--- src/rtl/keypad_scan.sv ---
// rtl/keypad_scan.sv - 4x4 matrix keypad scanner with frame-based debounce and ghost rejection
module keypad_scan #(
  parameter int SCAN_DIV        = 1000,
  parameter int DEBOUNCE_FRAMES = 4
) (
  input  logic       clk,
  input  logic       rst,
  input  logic [3:0] col_in,
  output logic [3:0] row_out,
  output logic [3:0] key_code,
  output logic       key_valid,
  output logic       key_held,
  output logic       key_release
);
  localparam int DW = $clog2(SCAN_DIV);
  localparam int CW = $clog2(DEBOUNCE_FRAMES + 1);
  localparam logic [DW-1:0] DWELL_LAST = DW'(SCAN_DIV - 1);
  localparam logic [CW-1:0] CNT_LAST   = CW'(DEBOUNCE_FRAMES - 1);

  typedef enum logic [1:0] {IDLE, CAND, HELD} state_t;

  logic [3:0]    sync1, sync2;
  logic [DW-1:0] dwell;
  logic [1:0]    row_sel;
  logic [15:0]   frame;
  logic          frame_done;
  state_t        state;
  logic [3:0]    cand;
  logic [CW-1:0] cnt, rcnt;
  logic [4:0]    n_pressed;
  logic [3:0]    hit_code;
  logic          single;

  // Pressed bits for a row land in the frame on the last dwell cycle of that row.
  always_ff @(posedge clk or posedge rst) begin
    if (rst) begin
      sync1      <= 4'hF;
      sync2      <= 4'hF;
      dwell      <= '0;
      row_sel    <= 2'd0;
      row_out    <= 4'b1110;
      frame      <= '0;
      frame_done <= 1'b0;
    end else begin
      sync1      <= col_in;
      sync2      <= sync1;
      frame_done <= 1'b0;
      if (dwell == DWELL_LAST) begin
        dwell                        <= '0;
        row_out                      <= {row_out[2:0], row_out[3]};
        row_sel                      <= row_sel + 2'd1;
        frame[{row_sel, 2'b00} +: 4] <= ~sync2;
        frame_done                   <= (row_sel == 2'd3);
      end else begin
        dwell <= dwell + DW'(1);
      end
    end
  end

  always_comb begin
    n_pressed = '0;
    hit_code  = '0;
    for (int i = 0; i < 16; i++) begin
      if (frame[i]) begin
        n_pressed = n_pressed + 5'd1;
        hit_code  = 4'(i);
      end
    end
  end

  assign single = (n_pressed == 5'd1);

  always_ff @(posedge clk or posedge rst) begin
    if (rst) begin
      state       <= IDLE;
      cand        <= '0;
      cnt         <= '0;
      rcnt        <= '0;
      key_code    <= '0;
      key_valid   <= 1'b0;
      key_held    <= 1'b0;
      key_release <= 1'b0;
    end else begin
      key_valid   <= 1'b0;
      key_release <= 1'b0;
      if (frame_done) begin
        case (state)
          IDLE: begin
            if (single) begin
              cand <= hit_code;
              cnt  <= CW'(1);
              if (DEBOUNCE_FRAMES == 1) begin
                key_code  <= hit_code;
                key_valid <= 1'b1;
                key_held  <= 1'b1;
                rcnt      <= '0;
                state     <= HELD;
              end else begin
                state <= CAND;
              end
            end
          end
          CAND: begin
            if (single && hit_code == cand) begin
              cnt <= cnt + CW'(1);
              if (cnt == CNT_LAST) begin
                key_code  <= cand;
                key_valid <= 1'b1;
                key_held  <= 1'b1;
                rcnt      <= '0;
                state     <= HELD;
              end
            end else if (single) begin
              cand <= hit_code;
              cnt  <= CW'(1);
            end else begin
              cnt   <= '0;
              state <= IDLE;
            end
          end
          HELD: begin
            // Extra keys alongside the held one still count as "held", never as a new press.
            if (frame[cand]) begin
              rcnt <= '0;
            end else if (rcnt == CNT_LAST) begin
              rcnt        <= rcnt + CW'(1);
              cnt         <= '0;
              key_release <= 1'b1;
              key_held    <= 1'b0;
              state       <= IDLE;
            end else begin
              rcnt <= rcnt + CW'(1);
            end
          end
          default: state <= IDLE;
        endcase
      end
    end
  end
endmodule
--- config.mk ---
export PLATFORM = sky130hd
export DESIGN_NAME = keypad_scan
export DESIGN_NICKNAME = d
export VERILOG_FILES = /design/src/rtl/keypad_scan.sv
export SDC_FILE = /design/constraint.sdc
export NUM_CORES = 1
export LEC_CHECK = 0
export BUFFER_PORTS_ARGS = -buffer_cell sky130_fd_sc_hd__buf_2
export CORE_UTILIZATION = 30
export DETAILED_ROUTE_END_ITERATION = 8
export PLACE_DENSITY = 0.45
export SYNTH_ARGS = -nofsm -noshare
export SYNTH_HDL_FRONTEND = slang
export SYNTH_SLANG_ARGS = --single-unit
--- constraint.sdc ---
create_clock -name clk -period 13.5 [get_ports clk]
set_input_delay 1.35 -clock clk [delete_from_list [all_inputs] [get_ports clk]]
set_output_delay 1.35 -clock clk [all_outputs]
set_load 0.01 [all_outputs]
==> flow_summary_export.csv, run 1 <==
group,metric,value,unit
placed_design,hpwl,7500,µm
cells_and_area,antennaDiodeCount,0,
sta,relSlewSlack,0.4889,
cts,clk_latency,0.32,ns
cts,cts_hold_buffers,0,
synth,synth-edff-count,0,
synth,synth_top_family_by_area,"simple AND/OR/NAND/NOR gates",
worst_setup_path,ff2ff_path_depth,51,
cts,cts_buffer_depth,2,
sta,slew_viol_final,0,
grt,grt_pass1_wl,16970,µm
worst_setup_path,setup.worst_path.start,"frame[1]$_DFFE_PP0P_",
cts,cts_inserted_buffers,9,
sta,tns,0,ns
placed_design,place_area,4896,µm²
synth,syn_inst,487,
sta,max_freq,0.09212,GHz
worst_setup_path,crit_type,"reg -> reg",
sta,fin_crit_sh,0.8041,
synth,syn_nets,521,
synth,ys_seq_area_frac,0.3262,
cts,cts_setup_buffers,0,
die,pin_count,17,
sta,setup_violations,0,
sta,finalClockSkew,0.005527,ns
worst_setup_path,setup.worst_path.start_class,"flip-flop",
grt,grt_max_degree,61,
drt,wl_per_cell,14.49,µm
die,die_area,15990,µm²
synth,async_flop_share,1.000,
worst_setup_path,crit_path_top_delay_cell,"or3_1",
sta,rsz0062_at_grt,"false",
grt,track_usage,0.1330,
worst_hold_path,hold_end,"sync2[1]$_DFF_PP1_",
worst_setup_path,regToRegEndpoint,"cand[0]$_DFFE_PP0P_",
cells_and_area,multi_input_area,2942,µm²
synth,ys_types,74,
cts,cts-root-buf,"clkbuf_16",
placed_design,port-buffer-count,16,
synth,muxShareOfSynthArea,0.06949,
cells_and_area,n_fill_cell,1537,
worst_setup_path,crit_top_cell,"ha_1",
synth,synth.top_cells.by_area,"dfrtp_1 (26%), ha_1 (7.5%), dfstp_2 (6.2%), nand2_1 (4.8%), xnor2_1 (4.0%)",
sta,hold_violations,0,
worst_setup_path,cp.arrival,11.06,ns
cells_and_area,drive_gt1_frac,0.1557,
sta,holdWs,0.3535,ns
worst_setup_path,cp-end-kind,"flip-flop",
worst_hold_path,min_path_type,"reg -> reg",
sta,min_period,10.86,ns
worst_setup_path,cp_max_fo,7,
cells_and_area,area.growth.synth_to_final,11.07,%
drt,drt_wl_total,9987,µm
cells_and_area,fin_nets,530,
synth,avgSynthCellArea,9.539,µm²
synth,yosys_warnings,0,
cts,clkTransAtPathRegs,0.05,ns
drt,vias,3455,
placed_design,globalplace.congestion,0.7737,
run_status,status,"finished clean",
drt,ant_nets,0,
grt,grt.overflow.total,0,
die,core_area,15150,µm²
cts,cts_max_level,3,
die,rows,45,
worst_setup_path,slowest_delay,0.49,ns
cells_and_area,fin_area,5160,µm²
synth,post-synth-top-area-cell,"dfrtp_1",
synth,synth_compound_area_frac,0.1616,
die,die_x,126.4,µm
die,initial_core_util,0.3067,
pwr,ir_drop,0.07321,mV
pwr,powerDensity,76.08,nW/µm²
synth,netlist_area,4646,µm²
worst_setup_path,rr_startpoint,"frame[1]$_DFFE_PP0P_",
drt,drt_iter0_drc,156,
grt,grt_antenna_before_repair,0,
worst_hold_path,hp-start,"sync1[1]$_DFF_PP1_",
cts,clock-sinks,60,
grt,grt_pass1_vias,3379,
drt,drc,0,
die,dieHeight,126.4,µm
synth,synthFlopType,"dfrtp_1",
synth,synth_fa_ha_area_frac,0.07541,
worst_hold_path,worstHoldPathCells,0,
synth,synth-seq-cells,60,
drt,via_per_inst,5.015,
cts,post_cts_resize_count,0,
cts,cts_tree,"yes",
sta,worstMarginPinSlew,0.7667,ns
synth,yosys.area_share.xor_xnor,0.1409,
worst_setup_path,worst-endpoint-required,13.70,ns
synth,synthSimpleGateAreaFrac,0.1848,
drt,dr.pass1.iters,6,
cells_and_area,seq_area,1515,µm²
worst_setup_path,rrSetupSlack,2.64,ns
synth,netlist.area_leader.share,0.2639,
job,maxCapViolCount,0,
pwr,leakagePower,2.276,nW
-- per-stage QoR --
| stage | util | total power, mW | instances | worst slack (ns) |
|---|---|---|---|---|
| after floorplan | - | 0.1884 | 487 | 3.745 |
| after global placement | 0.3233 | 0.1910 | 673 | 2.967 |
| after detailed placement | 0.3233 | 0.1911 | 673 | 2.743 |
| after CTS | 0.3407 | 0.3977 | 689 | 2.707 |
| after global routing | 0.3407 | 0.4056 | 689 | 1.662 |
| final | 0.3407 | 0.3926 | 689 | 2.644 |
-- worst max path at each step --
stage                                      end  depth (start not counted)
final                      cand[0]$_DFFE_PP0P_                         51
after global routing      key_held$_DFFE_PP0P_                         51
after CTS                   cnt[2]$_DFFE_PP0P_                         51
after detailed placement    cnt[2]$_DFFE_PP0P_                         51
after global placement    key_held$_DFFE_PP0P_                         51
after floorplan             cnt[0]$_DFFE_PP0P_                         53
-- logic make-up after synthesis --
logic type	Yosys count
and+or+nand+nor	170
xor gates and xnor gates	54
AOI/OAI and AO/OA	102
buffers and inverters	49
adders and majority gates	28
muxes	24
DFF	60
-- metal layers --
layer | global-route usage | wire [µm]
met1 | 0.1787 | 5074
met4 | 0.06378 | 181
met3 | 0.01181 | 110
met5 | 0 | 0
met2 | 0.2161 | 4620
-- cells in the final DEF (no fill, tap or decap), drive strengths merged, types with 10 or more instances in the layout --
cell / instances
a21oi: 15
buf: 18
clkbuf: 14
dfrtp: 49
dfstp: 11
ha: 28
inv: 29
mux2: 16
nand2: 60
nand3: 15
nor2: 28
nor3: 10
o21ai: 20
o31ai: 16
xnor2: 23
xor2: 22
-- registers in the layout, indices dropped and copies added, names as in the netlist, 3 cells and up --
signal,cells
row_out,4
frame,16
rcnt,3
key_code,4
cnt,3
dwell,10
sync2,4
cand,4
sync1,4
-- power breakdown --
group / switching [mW] / internal, mW / leakage, nW
logic: 0.00364 / 0.000716 / 1.36
clock network: 0.0761 / 0.129 / 0.131
registers: 0.00107 / 0.182 / 0.785
total: 0.0808 / 0.312 / 2.28
-- synthesized netlist by cell type, drive strengths merged, types with 6 or more instances --
cell,instances
a211oi,6
nand2b,6
nor3,10
nor2,28
ha,28
clkbuf,11
dfstp,11
nor2b,8
dfrtp,49
mux2,16
o31ai,16
inv,29
xnor3,8
a21oi,15
o21ai,20
nand3,15
nand2,60
xnor2,23
xor2,22
a31oi,6
buf,9
-- cell type report --
type                    instances  share of cell area
clock buffers                  14             0.04922
clock inverters                 2            0.001940
inverters                      29             0.02110
multi-input cells             378              0.5701
flip-flops and latches         60              0.2936
well taps                     188             0.04559
repair buffers                 18             0.01843
-- worst max-delay path, delay by kind of cell (launching register included) --
kind	cells	cell delay (ns)
AND/OR/NAND/NOR	19	3.14
adder cells (fa/ha/maj)	14	4.12
flip-flops	1	0.43
AO/OA/AOI/OAI	14	2.24
multiplexers	2	0.62
buffers and inverters	2	0.18
Note: power is estimated with default switching activity, not from simulation.
==> run 2: changes to the inputs <==
--- a/config.mk
+++ b/config.mk
@@ -8,7 +8,7 @@
 export BUFFER_PORTS_ARGS = -buffer_cell sky130_fd_sc_hd__buf_2
 export CORE_UTILIZATION = 30
 export DETAILED_ROUTE_END_ITERATION = 8
-export PLACE_DENSITY = 0.45
+export PLACE_DENSITY = 0.46
 export SYNTH_ARGS = -nofsm -noshare
 export SYNTH_HDL_FRONTEND = slang
 export SYNTH_SLANG_ARGS = --single-unit
==> constraint.sdc (replaced) <==
create_clock -name clk -period 8.9 [get_ports clk]
set_input_delay 0.89 -clock clk [delete_from_list [all_inputs] [get_ports clk]]
set_output_delay 0.89 -clock clk [all_outputs]
set_load 0.01 [all_outputs]
==> flow_summary_export.csv, run 2 (synthesis results as in run 1) <==
group,metric,value,unit
run_status,status,"complete, but fails checks",
run_status,violations,"setup timing",
pwr,switchingPower,0.1252,mW
sta,fin_crit_sh,1.051,
grt,grt_antenna_before_repair,0,
worst_setup_path,crit_path_end,"rcnt[0]$_DFFE_PP0P_",
sta,setup_violations,18,
worst_setup_path,cp-end-kind,"flip-flop",
worst_setup_path,crit_path_top_delay_cell,"or4_4",
grt,track_usage,0.1455,
cts,cts_tree,"yes",
pwr,power_frac_seq,0.467,
cells_and_area,n_fill_cell,1481,
worst_setup_path,rrSetupSlack,-0.46,ns
grt,grt_pass1_vias,3871,
drt,dr.pass1.iters,5,
cts,clock-sinks,60,
cells_and_area,final_cell_mix,"buf_4 (67), nand2_1 (57), dfrtp_1 (49)",
worst_setup_path,worst-path-stages,52,
grt,grt_pass1_wl,18760,µm
cells_and_area,fin_nets,601,
sta,worstMarginPinSlew,0.7586,ns
die,pin_count,17,
pwr,p_clk_frac,0.522,
drt,wl_per_cell,14.51,µm
pwr,pwr-share-comb,0.011,
worst_setup_path,crit_top_cell,"ha_1",
sta,layout_setup_ws,-0.4556,ns
pwr,powerDensity,98.44,nW/µm²
drt,drt_iter0_drc,168,
placed_design,hpwl,7984,µm
die,die_area,15990,µm²
placed_design,place_area,5370,µm²
placed_design,globalplace.congestion,0.7425,
pwr,ir_drop,0.1041,mV
die,dieHeight,126.4,µm
worst_setup_path,cp.arrival,9.61,ns
worst_hold_path,min_path_type,"reg -> reg",
sta,relSlewSlack,0.4943,
worst_setup_path,regToRegEndpoint,"rcnt[0]$_DFFE_PP0P_",
grt,grt.overflow.total,0,
sta,max_freq,0.1069,GHz
drt,drc,0,
worst_setup_path,cp_max_fo,3,
cts,clkTransAtPathRegs,0.05,ns
pwr,power_report.internal_total,0.4712,mW
worst_setup_path,ff2ff_path_depth,52,
die,die_x,126.4,µm
sta,rsz0062_at_grt,"true",
job,maxCapViolCount,0,
cells_and_area,final_common_cell,"buf_4",
cells_and_area,regMostFlops,"frame",
worst_setup_path,path_delay_family,"adder cells",
pwr,switching_share,0.2099,
worst_setup_path,cp_num_buf_inv,4,
worst_setup_path,slowest_delay,0.53,ns
cts,clk_latency,0.33,ns
cells_and_area,multi_input_area,3278,µm²
die,rows,45,
worst_setup_path,rr_startpoint,"frame[0]$_DFFE_PP0P_",
cells_and_area,area.growth.synth_to_final,30.41,%
sta,slew_viol_final,0,
cts,cts_buffer_depth,2,
sta,min_period,9.356,ns
drt,ant_nets,0,
grt,grt_max_degree,61,
drt,vias,3815,
worst_setup_path,worst-endpoint-required,9.15,ns
cells_and_area,fin_area,6058,µm²
cells_and_area,seq_area,1515,µm²
sta,hold_violations,0,
worst_setup_path,setup.worst_path.start,"frame[0]$_DFFE_PP0P_",
sta,finalClockSkew,0.007620,ns
cts,cts-root-buf,"clkbuf_16",
cells_and_area,largest_registers,"frame (16), dwell (10)",
sta,tns,-6.493,ns
sta,holdWs,0.3536,ns
cells_and_area,drive_gt1_frac,0.3531,
pwr,leakagePower,2.715,nW
cts,cts_inserted_buffers,9,
worst_setup_path,crit_type,"reg -> reg",
cells_and_area,largest_reg_flops,16,
die,initial_core_util,0.3067,
drt,via_per_inst,5.020,
placed_design,port-buffer-count,16,
die,core_area,15150,µm²
cells_and_area,antennaDiodeCount,0,
worst_setup_path,setup.worst_path.start_class,"flip-flop",
cts,cts_max_level,3,
drt,drt_wl_total,11020,µm
-- run 2: worst reg2reg max path, delay by kind of cell, from the launching register on --
family	cells	cell delay, ns
buf+inv	4	0.51
simple gates	18	2.47
fa+ha+maj	14	3.65
flops	1	0.40
compound gates	15	2.07
mux	1	0.17
-- run 2: power by group through the flow --
| stage | Clock (mW) | Sequential, mW | Combinational (mW) |
|---|---|---|---|
| final | 0.312 | 0.278 | 0.00655 |
| after global routing | 0.332 | 0.278 | 0.00786 |
| after global placement | 0 | 0.283 | 0.00702 |
| after floorplan | 0 | 0.282 | 0.00394 |
| after CTS | 0.321 | 0.278 | 0.00698 |
| after detailed placement | 0 | 0.283 | 0.00705 |
-- run 2: final cells by class --
class	count	area share
clock buffers	11	0.04007
clock inverters	5	0.004544
inverters	29	0.01797
multi-input cells	378	0.5411
flip-flops and latches	60	0.2501
well taps	188	0.03883
repair buffers	89	0.1074
-- run 2: metrics by stage --
step	utilization	setup slack (ns)	std cells	total power [mW]
final	0.4000	-0.4556	760	0.5964
after global routing	0.4000	-0.9837	760	0.6177
after CTS	0.3912	-0.4191	755	0.6061
after detailed placement	0.3546	-0.7498	720	0.2897
after global placement	0.3546	-0.5117	720	0.2897
after floorplan	-	-0.5490	487	0.2858
-- run 2: worst min path at each step --
stage	startpoint	endpoint	slack, ns	depth (start not counted)
after floorplan	sync1[0]$_DFF_PP1_	sync2[0]$_DFF_PP1_	0.35	0
after global placement	sync1[1]$_DFF_PP1_	sync2[1]$_DFF_PP1_	0.35	0
after detailed placement	sync1[0]$_DFF_PP1_	sync2[0]$_DFF_PP1_	0.35	0
after CTS	sync1[0]$_DFF_PP1_	sync2[0]$_DFF_PP1_	0.35	0
after global routing	sync1[2]$_DFF_PP1_	sync2[2]$_DFF_PP1_	0.36	0
final	sync1[0]$_DFF_PP1_	sync2[0]$_DFF_PP1_	0.35	0
-- run 2: repair_timing --
item,4_1_cts,5_1_grt
pin swaps,15,11
hold buffers,0,0
setup endpoints to repair,18,18
gates resized for setup,27,20
buffers inserted,19,8
-- run 2: metal layers --
layer / GRT usage / share of wire / vias up
met5: 0 / 0 / -
met4: 0.05315 / 0.011 / 0
met3: 0.01982 / 0.017 / 11
met2: 0.2389 / 0.48 / 31
met1: 0.1956 / 0.49 / 1868
li1: - / - / 1905
